[src/rtl/eth_check_pkg.sv]
// Shared types and helpers for the RX packet checker.
// Optional feature macro used elsewhere in this slice: RX_PKT_CHECK_FIRST_ERR_EN.
package eth_check_pkg;

  typedef enum logic {
    IDLE   = 1'b0,
    IN_PKT = 1'b1
  } check_state_t;

  localparam int PATTERN_MOD = 256;
  localparam int PATTERN_W   = $clog2(PATTERN_MOD);
  localparam int MAX_KEEP_W  = 64;

  function automatic logic [7:0] popcount_keep(input logic [MAX_KEEP_W-1:0] keep);
    logic [7:0] cnt;
    cnt = '0;
    for (int i = 0; i < MAX_KEEP_W; i++) begin
      cnt = cnt + 8'(keep[i]);
    end
    return cnt;
  endfunction

  // True when keep has the form 2^k-1; an all-zero mask also passes, so callers test non-zero separately.
  function automatic logic keep_contiguous(input logic [MAX_KEEP_W-1:0] keep);
    return ((keep & (keep + MAX_KEEP_W'(1))) == '0);
  endfunction

endpackage

[src/rtl/rx_pattern_lane_cmp.sv]
// Per-beat payload compare: each kept lane j must carry (base + j) mod 256.
// Reports the mismatch mask and the lowest mismatching lane.
module rx_pattern_lane_cmp
  import eth_check_pkg::*;
#(
  parameter  int DATA_W = 32,
  localparam int KEEP_W = DATA_W / 8,
  localparam int LANE_W = (KEEP_W > 1) ? $clog2(KEEP_W) : 1
) (
  input  logic [DATA_W-1:0]    i_data,
  input  logic [KEEP_W-1:0]    i_keep,
  input  logic [PATTERN_W-1:0] i_base,
  output logic [KEEP_W-1:0]    o_mismatch,
  output logic [LANE_W-1:0]    o_first_lane
);

  always_comb begin
    o_mismatch = '0;
    for (int j = 0; j < KEEP_W; j++) begin
      o_mismatch[j] = i_keep[j] &&
                      (i_data[8*j +: 8] != (i_base + PATTERN_W'(j)));
    end
  end

  always_comb begin
    o_first_lane = '0;
    for (int j = KEEP_W - 1; j >= 0; j--) begin
      if (o_mismatch[j]) o_first_lane = LANE_W'(j);
    end
  end

endmodule

[config.mk]
export PLATFORM = sky130hd
export DESIGN_NAME = rx_pattern_lane_cmp
export DESIGN_NICKNAME = d
export VERILOG_FILES = /design/src/rtl/eth_check_pkg.sv /design/src/rtl/rx_pattern_lane_cmp.sv
export SDC_FILE = /design/constraint.sdc
export NUM_CORES = 1
export LEC_CHECK = 0
export ABC_AREA = 1
export CAP_MARGIN = 20
export CORE_MARGIN = 2
export CORE_UTILIZATION = 46
export DETAILED_ROUTE_END_ITERATION = 6
export PLACE_DENSITY = 0.92
export SYNTH_ARGS = -nofsm -noshare
export SYNTH_HDL_FRONTEND = slang
export SYNTH_SLANG_ARGS = --single-unit
[constraint.sdc]
create_clock -name vclk -period 6.1
set_input_delay 1.22 -clock vclk [all_inputs]
set_output_delay 1.22 -clock vclk [all_outputs]
set_load 0.02 [all_outputs]
==> flow_summary.yaml, run 1 <==
sta:
  setup_repair_after_global_routing_missed_its_margin: "no"
  whs_ns: 3.50
  timing_max_transition_violations_final: 0
  setup_viol: 0
  fin_setup_tns_ns: 0
  max-slew-margin-rel: 0.727
  fmaxAchievable_mhz: 196
  final_min_period_over_clock_period: 0.836
  tightestPinTransition_ns: 0.408
  finalHoldViolCount: 0
  fin_crit_ns: 5.10
run:
  max_cap_violations: 0
placed_design:
  routabilityCongestion: 0.926
  hpwlAfterDp_um: 2210
  placed_area_um2: 1480
  io_buffer_count: 50
critical_path:
  crit_path_max_fanout: 8
  critPathCaptureType: "output pin"
  cp.arrival_ns: 3.88
  worst-endpoint-required_ns: 4.88
  timing.setup.critical_path_class: "input pin to output pin"
  cp-start-kind: "input pin"
floorplan:
  start_util: 0.494
  dieHeight_um: 50.2
  coreArea_um2: 1980
  die_width_um: 50.2
  std_cell_rows: 16
  die_outline_area_um2: 2520
  ios: 50
drt:
  total_drc_errors_in_the_routed_layout: 0
  drt_first_pass_iters: 4
  viasPerCell: 4.63
  detail_route.wl_per_cell_um: 9.47
  totalWireLength_um: 2510
  initial_drc_count: 36
  route.antenna.remaining_nets: 0
  vias: 1227
finish:
  layout.nets: 288
  layout_commonest_cell: "nand2_1"
  regArea_um2: 0
  antenna-diode-count: 0
  layout_common_cells: "84 x nand2_1, 50 x clkdlybuf4s50_1, 34 x inv_1"
  fill_cells: 166
  flops_and_latches: 0
  area_added_between_synthesis_and_finish_pct: 50.7
  clockBufferCount: 0
  layout.cell_area.non_filler_um2: 1480
  drive_above_1_share: 0.0294
synth:
  synthTopCellsByArea: "nand2_1 32%, xnor2_1 13%, inv_1 13%, nand3_1 7.7%, ha_1 5.1%"
  synth_cell_types: 20
  mappedNetlistNets: 241
  yosys.area.top_type: "nand2_1"
  sequential_share_of_the_synthesized_area: 0
  area_of_the_mapped_netlist_um2: 980
  post-synth-top-area-fraction: 0.322
  synth_warnings: 0
  synth_cells: 193
  syn_area_per_cell_um2: 5.08
pwr:
  power_per_cell_area_nw_per_um2: 68.0
  report.power.total_mw: 0.100
  power_leakage_nw: 0.785
  vdd_ir_drop_max_v: 0.0000410
global_routing:
  grt_start_max_net_pins: 11
  grt.total_usage: 0.203
  first_pass_grt_wire_length_um: 4170
  antenna_found_initial: 0
  grt_remaining_overflow: 0
  first_global_vias: 1027
clock_network:
  cts.repair.resized: 0
  post-cts-setup-buffers: 0
  count_of_hold_fix_buffers_inserted_at_cts: 0
worst_hold_path:
  hp-class: "input pin to output pin"
run_status:
  run_status: "finished, final reports clean"
==> power breakdown <==
group	leakage, nW	internal, mW	switching, mW
Sequential	0	0	0
Combinational	0.785	0.0546	0.0459
Clock	0	0	0
Total	0.785	0.0546	0.0459
==> worst max-delay path, cell delays in order <==
cell	delay (ns)
clkdlybuf4s50_1	0.66
inv_1	0.10
ha_1	0.35
or2_2	0.30
a21oi_1	0.14
nand2_1	0.07
nor2_1	0.10
nand3_1	0.08
nand2_1	0.10
nand2_1	0.06
nor2_1	0.08
clkdlybuf4s50_1	0.60
==> routing by layer <==
metal | global-route usage | part of all wire | vias to the layer above
li1 | - | - | 670
met2 | 0.384 | 0.48 | 46
met3 | 0.0119 | 0.075 | 0
met5 | 0 | 0 | -
met4 | 0 | 0 | 0
met1 | 0.266 | 0.45 | 511
==> synthesized netlist by cell type, drive strengths merged <==
library cell  count
a21o              1
a21oi             4
and2              1
buf               5
ha                4
inv              34
nand2            85
nand3            15
nand4             2
nor2             15
nor3              1
o21ai             1
o31a              1
or2               2
xnor2            15
xnor3             1
xor2              5
xor3              1
==> per-stage QoR <==
step / utilization / cells / setup WS (ns)
final: 0.745 / 265 / 1.00
after global routing: 0.745 / 265 / 0.827
after CTS: 0.745 / 265 / 1.01
after detailed placement: 0.745 / 265 / 1.02
after global placement: 0.745 / 265 / 1.06
after floorplan: - / 193 / 2.10
==> cell type report <==
type,count,area (um^2),share of cell area
Timing Repair Buffer,50,500,0.339
Inverter,34,128,0.0864
Multi-Input combinational cell,154,815,0.552
Tap cell,27,33.8,0.0229
==> final timing paths <==
kind | depth (start not counted) | start | to
worst min-delay path | 4 | i_keep[3] | o_mismatch[3]
worst max-delay path | 12 | i_base[0] | o_first_lane[1]
==> kinds of logic (layout without fill, tap and decap cells) <==
| family | after synthesis | in the layout | synth area share |
|---|---|---|---|
| AO/OA/AOI/OAI | 7 | 7 | 0.0421 |
| adder cells (fa/ha/maj) | 4 | 4 | 0.0511 |
| AND/OR/NAND/NOR | 121 | 121 | 0.512 |
| XOR/XNOR | 22 | 22 | 0.226 |
| buffers and inverters | 39 | 84 | 0.169 |
Power figures use the tool's default switching activity.
==> run 2: changes to the inputs <==
CORE_UTILIZATION = 38   (was 46)
PLACE_DENSITY = 0.81   (was 0.92)
clock period = 4.2 ns   (was 6.1 ns; I/O delays follow)
==> run 2 against run 1 <==
Against the previous run:
- core utilization shrank 13 points
- first-iteration DRC count shrank 33%
- sequential cell count is the same
- via count shrank 0.65%
- non-clock buffer count grew 4
- cell area grew 2.5%
- critical path type unchanged
- critical endpoint is now o_first_lane[0]
- largest power group unchanged
==> flow_summary.yaml, run 2 (synthesized netlist as in run 1, its figures left out) <==
run_status:
  run_status: "finished, final reports clean"
pwr:
  power_per_cell_area_nw_per_um2: 97.3
  power_leakage_nw: 0.819
  vdd_ir_drop_max_v: 0.0000517
sta:
  tightestPinTransition_ns: 0.412
  fmaxAchievable_mhz: 252
  setup_viol: 0
  final_min_period_over_clock_period: 0.944
  setup_repair_after_global_routing_missed_its_margin: "no"
  fin_crit_ns: 3.97
  fin_setup_tns_ns: 0
  max-slew-margin-rel: 0.725
  timing_max_transition_violations_final: 0
  finalHoldViolCount: 0
floorplan:
  ios: 50
  coreArea_um2: 2450
  std_cell_rows: 18
  die_width_um: 54.8
  start_util: 0.399
  die_outline_area_um2: 3000
  dieHeight_um: 54.8
finish:
  layout_common_cells: "84 x nand2_1, 49 x clkdlybuf4s50_1, 34 x inv_1"
  area_added_between_synthesis_and_finish_pct: 54.4
  clockBufferCount: 0
  regArea_um2: 0
  layout_commonest_cell: "nand2_1"
  flops_and_latches: 0
  antenna-diode-count: 0
  drive_above_1_share: 0.0455
  layout.nets: 292
  utilization: 0.616
drt:
  initial_drc_count: 24
  total_drc_errors_in_the_routed_layout: 0
  route.antenna.remaining_nets: 0
  viasPerCell: 4.48
  detail_route.wl_per_cell_um: 8.99
  drt_first_pass_iters: 4
  vias: 1219
  totalWireLength_um: 2450
critical_path:
  critPathTopFamily: "buffers and inverters"
  critPathCaptureType: "output pin"
  crit_slowest_cell: "clkdlybuf4s50_1"
  cpPeakStageDelay_ns: 0.53
  cp.arrival_ns: 3.13
  cp-start-kind: "input pin"
  cp_num_buf_inv: 3
  timing.setup.critical_path_class: "input pin to output pin"
  critical_path.cell_chain: "clkdlybuf4s50_1 -> inv_1 -> ha_1 -> or2_2 -> a21oi_1 -> nand2_1 -> nor2_1 -> nand3_1 -> nand2_1 -> a21oi_1 -> clkdlybuf4s50_1"
  worst-endpoint-required_ns: 3.36
  crit_path_max_fanout: 4
global_routing:
  grt.total_usage: 0.167
  grt_remaining_overflow: 0
  grt_start_max_net_pins: 10
  first_global_vias: 958
  first_pass_grt_wire_length_um: 3740
  antenna_found_initial: 0
worst_hold_path:
  hp-class: "input pin to output pin"
placed_design:
  hpwlAfterDp_um: 2210
  io_buffer_count: 50
  routabilityCongestion: 0.821
clock_network:
  cts.repair.resized: 0
  count_of_hold_fix_buffers_inserted_at_cts: 0
  post-cts-setup-buffers: 0
run:
  max_cap_violations: 0
run 2: cell types whose count changed in the layout (fill, tap and decap cells not counted), sizes merged:
| cell | before | now |
|---|---|---|
| buf | 0 | 4 |
| clkdlybuf4s50 | 50 | 49 |
| dlymetal6s2s | 0 | 1 |
run 2: worst paths after layout:
check | slack [ns] | end | cells after the start | startpoint
worst max-delay path | 0.23 | o_first_lane[0] | 11 | i_base[1]
worst min-delay path | 2.50 | o_first_lane[1] | 5 | i_keep[1]
run 2: through the flow:
stage | hold WS, ns | instances | cell area [um^2] | power [mW] | setup WS (ns)
3_3_place_gp | 2.73 | 272 | 1510 | 0.147 | 0.125
6_report | 2.50 | 272 | 1510 | 0.147 | 0.234
5_1_grt | 2.53 | 272 | 1510 | 0.164 | 0.0157
4_1_cts | 2.74 | 272 | 1510 | 0.149 | 0.0814
3_5_place_dp | 2.73 | 272 | 1510 | 0.148 | 0.0899
2_1_floorplan | 1.79 | 193 | 980 | 0.0832 | 0.959
run 2: report_power, final:
| group | switching [mW] | leakage [nW] | internal (mW) | total (mW) |
|---|---|---|---|---|
| Clock | 0 | 0 | 0 | 0 |
| Combinational | 0.0656 | 0.819 | 0.0816 | 0.147 |
| Sequential | 0 | 0 | 0 | 0 |
| Total | 0.0656 | 0.819 | 0.0816 | 0.147 |
run 2: final cells by class:
| class | instances | area (um^2) |
|---|---|---|
| multi-input combinational | 154 | 815 |
| tap | 30 | 37.5 |
| inverter | 34 | 128 |
| fill | 253 | 942 |
| timing repair buffer | 54 | 533 |
run 2: routing by layer:
| metal | routed length, um | up-vias | GRT usage |
|---|---|---|---|
| met5 | 0 | - | 0 |
| met4 | 0 | 0 | 0 |
| met3 | 275 | 0 | 0.0137 |
| met2 | 1090 | 52 | 0.315 |
| met1 | 1080 | 489 | 0.214 |
| li1 | - | 678 | - |
run 2: worst min-delay path, cell delays in order:
cell and delay [ns]:
clkdlybuf4s50_1 0.45, nand2_1 0.07, nand2_1 0.07, nor2_1 0.03
dlymetal6s2s_1 0.19
==> run 3: changes to the inputs <==
SETUP_SLACK_MARGIN = 0.1   (was default)
==> run 3 against run 2 <==
Against the previous run:
- first-iteration DRC count did not move
- critical endpoint is now o_first_lane[1]
- sequential cell count unchanged
- clock-buffer cell count unchanged
- total power down 0.38%
- worst hold slack got worse by 0.093 ns
- global-route usage unchanged
- non-clock buffer count unchanged
- critical path depth increased by 1
- core utilization is 0.051 points higher
- cell count stayed put
==> flow_summary.yaml, run 3 (synthesized netlist as in run 1, its figures left out) <==
run_status:
  run_status: "finished, final reports clean"
drt:
  maxUsedRoutingLayer: "met3"
  detail_route.wirelength.met1_um: 1080
  initial_drc_count: 24
  met3RoutedLength_um: 274
  vias: 1218
  detail_route.wl_per_cell_um: 9.00
  routed-wl-met2_um: 1090
  total_drc_errors_in_the_routed_layout: 0
  route.antenna.remaining_nets: 0
  drt_first_pass_iters: 4
  viasPerCell: 4.48
  totalWireLength_um: 2450
finish:
  layout_commonest_cell: "nand2_1"
  regArea_um2: 0
  clockBufferCount: 0
  drive_above_1_share: 0.0455
  layout.nets: 292
  flops_and_latches: 0
  area_added_between_synthesis_and_finish_pct: 54.5
  layout.cell_area.non_filler_um2: 1510
  layout_common_cells: "84 x nand2_1, 47 x clkdlybuf4s50_1, 34 x inv_1"
  antenna-diode-count: 0
worst_hold_path:
  hp-class: "input pin to output pin"
  hold-path-endpoint: "o_mismatch[1]"
  hold_path.startpoint: "i_keep[1]"
  min_delay_path_depth: 4
critical_path:
  cp-start-kind: "input pin"
  timing.setup.critical_path_class: "input pin to output pin"
  crit_path_max_fanout: 4
  cpPeakStageDelay_ns: 0.47
  critPathCaptureType: "output pin"
  critical_path.cell_chain: "clkdlybuf4s50_1 -> inv_1 -> ha_1 -> or2_2 -> a21oi_1 -> nand2_1 -> nor2_1 -> nand3_1 -> nand2_1 -> nand2_1 -> nor2_1 -> dlygate4sd2_1"
  crit_slowest_cell: "clkdlybuf4s50_1"
  worst_path_most_repeated_cell: "nand2_1"
  cp.arrival_ns: 2.99
  worst-endpoint-required_ns: 3.36
placed_design:
  placed_area_um2: 1510
  hpwlAfterDp_um: 2210
  routabilityCongestion: 0.821
  io_buffer_count: 50
floorplan:
  die_outline_area_um2: 3000
  die_width_um: 54.8
  start_util: 0.399
  std_cell_rows: 18
  coreArea_um2: 2450
  ios: 50
  dieHeight_um: 54.8
global_routing:
  grt_start_max_net_pins: 10
  grt_remaining_overflow: 0
  first_pass_grt_wire_length_um: 3740
  antenna_found_initial: 0
  first_global_vias: 958
  grt.total_usage: 0.167
pwr:
  vdd_ir_drop_max_v: 0.0000517
  power_per_cell_area_nw_per_um2: 96.9
  report.power.total_mw: 0.147
  power_leakage_nw: 0.829
sta:
  final_min_period_over_clock_period: 0.912
  fin_crit_ns: 3.83
  whs_ns: 2.40
  tightestPinTransition_ns: 0.412
  timing_max_transition_violations_final: 0
  setup_viol: 0
  fin_setup_tns_ns: 0
  setup_repair_after_global_routing_missed_its_margin: "no"
  finalHoldViolCount: 0
  max-slew-margin-rel: 0.724
  fmaxAchievable_mhz: 261
clock_network:
  post-cts-setup-buffers: 0
  count_of_hold_fix_buffers_inserted_at_cts: 0
  cts.repair.resized: 1
run:
  max_cap_violations: 0
-- run 3: metal layers --
layer  GRT usage  vias to the layer above
met5           0                        -
met3      0.0137                        0
met4           0                        0
met2       0.315                       52
li1            -                      678
met1       0.214                      488
-- run 3: worst max path at each step --
stage                         start         endpoint  slack (ns)  cells past startpoint
after floorplan           i_base[0]  o_first_lane[1]        0.96                     11
after global placement    i_base[1]  o_first_lane[1]        0.12                     12
after detailed placement  i_base[1]  o_first_lane[1]        0.09                     12
after CTS                 i_base[1]  o_first_lane[0]        0.23                     11
after global routing      i_base[0]  o_first_lane[1]        0.18                     12
final                     i_base[1]  o_first_lane[1]        0.37                     12
-- run 3: cell type report --
cell class | count | area, um^2
Fill cell | 252 | 941
Multi-Input combinational cell | 154 | 815
Timing Repair Buffer | 54 | 534
Inverter | 34 | 128
Tap cell | 30 | 37.5
-- run 3: worst max-delay path, delay by kind of cell --
| kind | cells | cell delay [ns] |
|---|---|---|
| simple gates | 7 | 0.81 |
| fa+ha+maj | 1 | 0.32 |
| buf+inv | 3 | 0.88 |
| compound gates | 1 | 0.14 |
-- run 3: where the power goes --
group	total [mW]	switching, mW	internal, mW
registers	0	0	0
logic	0.147	0.0656	0.0811
clock network	0	0	0
-- run 3: per-stage QoR --
step / setup WS (ns) / cells / util
final: 0.368 / 272 / 0.617
after global routing: 0.179 / 272 / 0.617
after CTS: 0.226 / 272 / 0.615
after detailed placement: 0.0899 / 272 / 0.615
after global placement: 0.125 / 272 / 0.615
after floorplan: 0.959 / 193 / -
==> RTL change, RTL diff (flow settings as in run 3) <==
`DATA_W`: 32 -> 64.
--- a/src/rtl/rx_pattern_lane_cmp.sv
+++ b/src/rtl/rx_pattern_lane_cmp.sv
@@ -3,7 +3,7 @@
 module rx_pattern_lane_cmp
   import eth_check_pkg::*;
 #(
-  parameter  int DATA_W = 32,
+  parameter  int DATA_W = 64,
   localparam int KEEP_W = DATA_W / 8,
   localparam int LANE_W = (KEEP_W > 1) ? $clog2(KEEP_W) : 1
 ) (
Ports: changed (resized i_data, i_keep, o_first_lane and o_mismatch); port bits go from 50 to 91. No check against the original RTL was run, so the function may have changed too.
==> RTL change against run 3 <==
  * Core utilization grew 3.5 points
  * Critical endpoint is now o_first_lane[0]
  * Largest power group unchanged
  * Wire length grew to 2.5 times the old value
  * Design area grew 100%
  * Total power grew 120%
  * Critical path type unchanged
  * Synthesized area grew 84%
  * Worst setup slack lost 0.19 ns
==> RTL change: results (changes against run 3) <==
- Place WS: -0.276 ns (was 0.0899 ns)
- Slew headroom: 80.9% (was 72.4%)
- Final #Nets: 533 (was 292)
- Post-DP Area: 3010 sq um (was 1510 sq um)
- Num sequential: 0 (unchanged)
- Hold path endpoint: o_mismatch[4] (was o_mismatch[1])
- Synth unique cells: 31 (was 20)
- Commonest cells in the netlist: nand2_1 (113), inv_1 (37), xnor2_1 (35), xor2_1 (29), nor2_1 (26) (was nand2_1 (84), inv_1 (34), nand3_1 (15), xnor2_1 (15), nor2_1 (12))
- Crit path max-delay cell type: clkdlybuf4s50_1 (unchanged)
- Hold WS: 2.44 ns (was 2.40 ns)
- Vias per cell: 4.76 (was 4.48)
- Number of global-route vias before repair: 2361 (was 958)
- Leak: 1.52 nW (was 0.829 nW)
- VDD IR-drop max: 0.0541 mV (was 0.0517 mV)
- Cells taking the most area after synthesis: nand2_1 (24%), xnor2_1 (17%), xor2_1 (14%) (was nand2_1 (32%), xnor2_1 (13%), inv_1 (13%))
- Synth Area in Adders: 5.56% (was 5.11%)
- Post-synthesis compound-gate area fraction: 3.68% (was 4.21%)
- Syn Nets: 412 (was 241)
- Initial antenna violation count: 0 (unchanged)
- Layout cells sized above 1: 16.9% (was 4.55%)
- Switch share: 45.7% (was 44.7%)
- Post-synthesis xor/xnor area fraction: 32.0% (was 22.6%)
- Min-delay worst type: in -> out (unchanged)
- First-pass GRT wire length: 10.2 mm (was 3.74 mm)
- Largest net degree at the start of global routing: 11 (was 10)
- GRT Resource Usage Total: 23.8% (was 16.7%)
- 1st-iter DRT viols: 106 (was 24)
- Wire per inst: 12.4 um (was 9.00 um)
- Min-delay src: i_keep[4] (was i_keep[1])
- Crit-path max FO: 5 (was 4)
- GP Congestion: 0.934 (was 0.821)
- DP Wirelength: 5.31 mm (was 2.21 mm)
- WP data arrival: 3.18 ns (was 2.99 ns)
- Status: complete, no violations (unchanged)
- Worst path max stage delay: 0.55 ns (was 0.47 ns)
- Port Buffers: 91 (was 50)
[RTL change: worst max path at each step]
stage | startpoint | end | slack [ns] | cells past startpoint
6_report | i_base[3] | o_first_lane[0] | 0.18 | 16
5_1_grt | i_base[3] | o_first_lane[0] | 0.01 | 16
4_1_cts | i_base[1] | o_mismatch[5] | 0.09 | 13
3_5_place_dp | i_base[2] | o_first_lane[0] | -0.28 | 12
3_3_place_gp | i_base[1] | o_first_lane[0] | -0.19 | 19
2_1_floorplan | i_base[1] | o_first_lane[1] | 0.75 | 12
[RTL change: final cells by class]
type | instances | area, sq um
tap | 54 | 67.6
inverter | 43 | 161
multi-input combinational | 272 | 1610
fill | 425 | 1620
timing repair buffer | 128 | 1200
[RTL change: logic make-up (layout without fill, tap and decap cells)]
group                    after synthesis  count (layout)
AND/OR/NAND/NOR                      188             188
XOR/XNOR                              65              65
buffers and inverters                 52             171
AO/OA/AOI/OAI                         11              11
adder cells (fa/ha/maj)                8               8
[RTL change: power groups by stage]
stage,registers (mW),logic (mW),clock network (mW)
3_3_place_gp,0,0.308,0
5_1_grt,0,0.350,0
2_1_floorplan,0,0.167,0
6_report,0,0.320,0
4_1_cts,0,0.319,0
3_5_place_dp,0,0.316,0
[RTL change: what timing repair did]
action                                  in CTS  in global routing
setup buffers                                0                  0
resized for setup                           16                 11
hold buffers                                 0                  0
hold endpoints to repair                     0                  0
endpoints found under the setup margin       8                  7
[RTL change: through the flow]
stage / std cells / utilization [%]
floorplan: 324 / -
global placement: 497 / 64.5
detailed placement: 497 / 64.5
CTS: 497 / 65.0
global route: 497 / 65.2
finish: 497 / 65.2
[RTL change: worst max-delay path, delay by kind of cell]
family | cells | cell delay, ns
XOR/XNOR | 1 | 0.14
AND/OR/NAND/NOR | 10 | 0.82
adder cells (fa/ha/maj) | 1 | 0.25
AO/OA/AOI/OAI | 1 | 0.16
buffers and inverters | 3 | 0.95
[RTL change: routing by layer]
layer | global-route usage [%] | vias up | wire [um]
li1 | - | 1211 | -
met2 | 45.8 | 99 | 3000
met3 | 2.49 | 10 | 488
met4 | 3.29 | 0 | 85
met5 | 0 | - | 0
met1 | 28.8 | 1046 | 2580
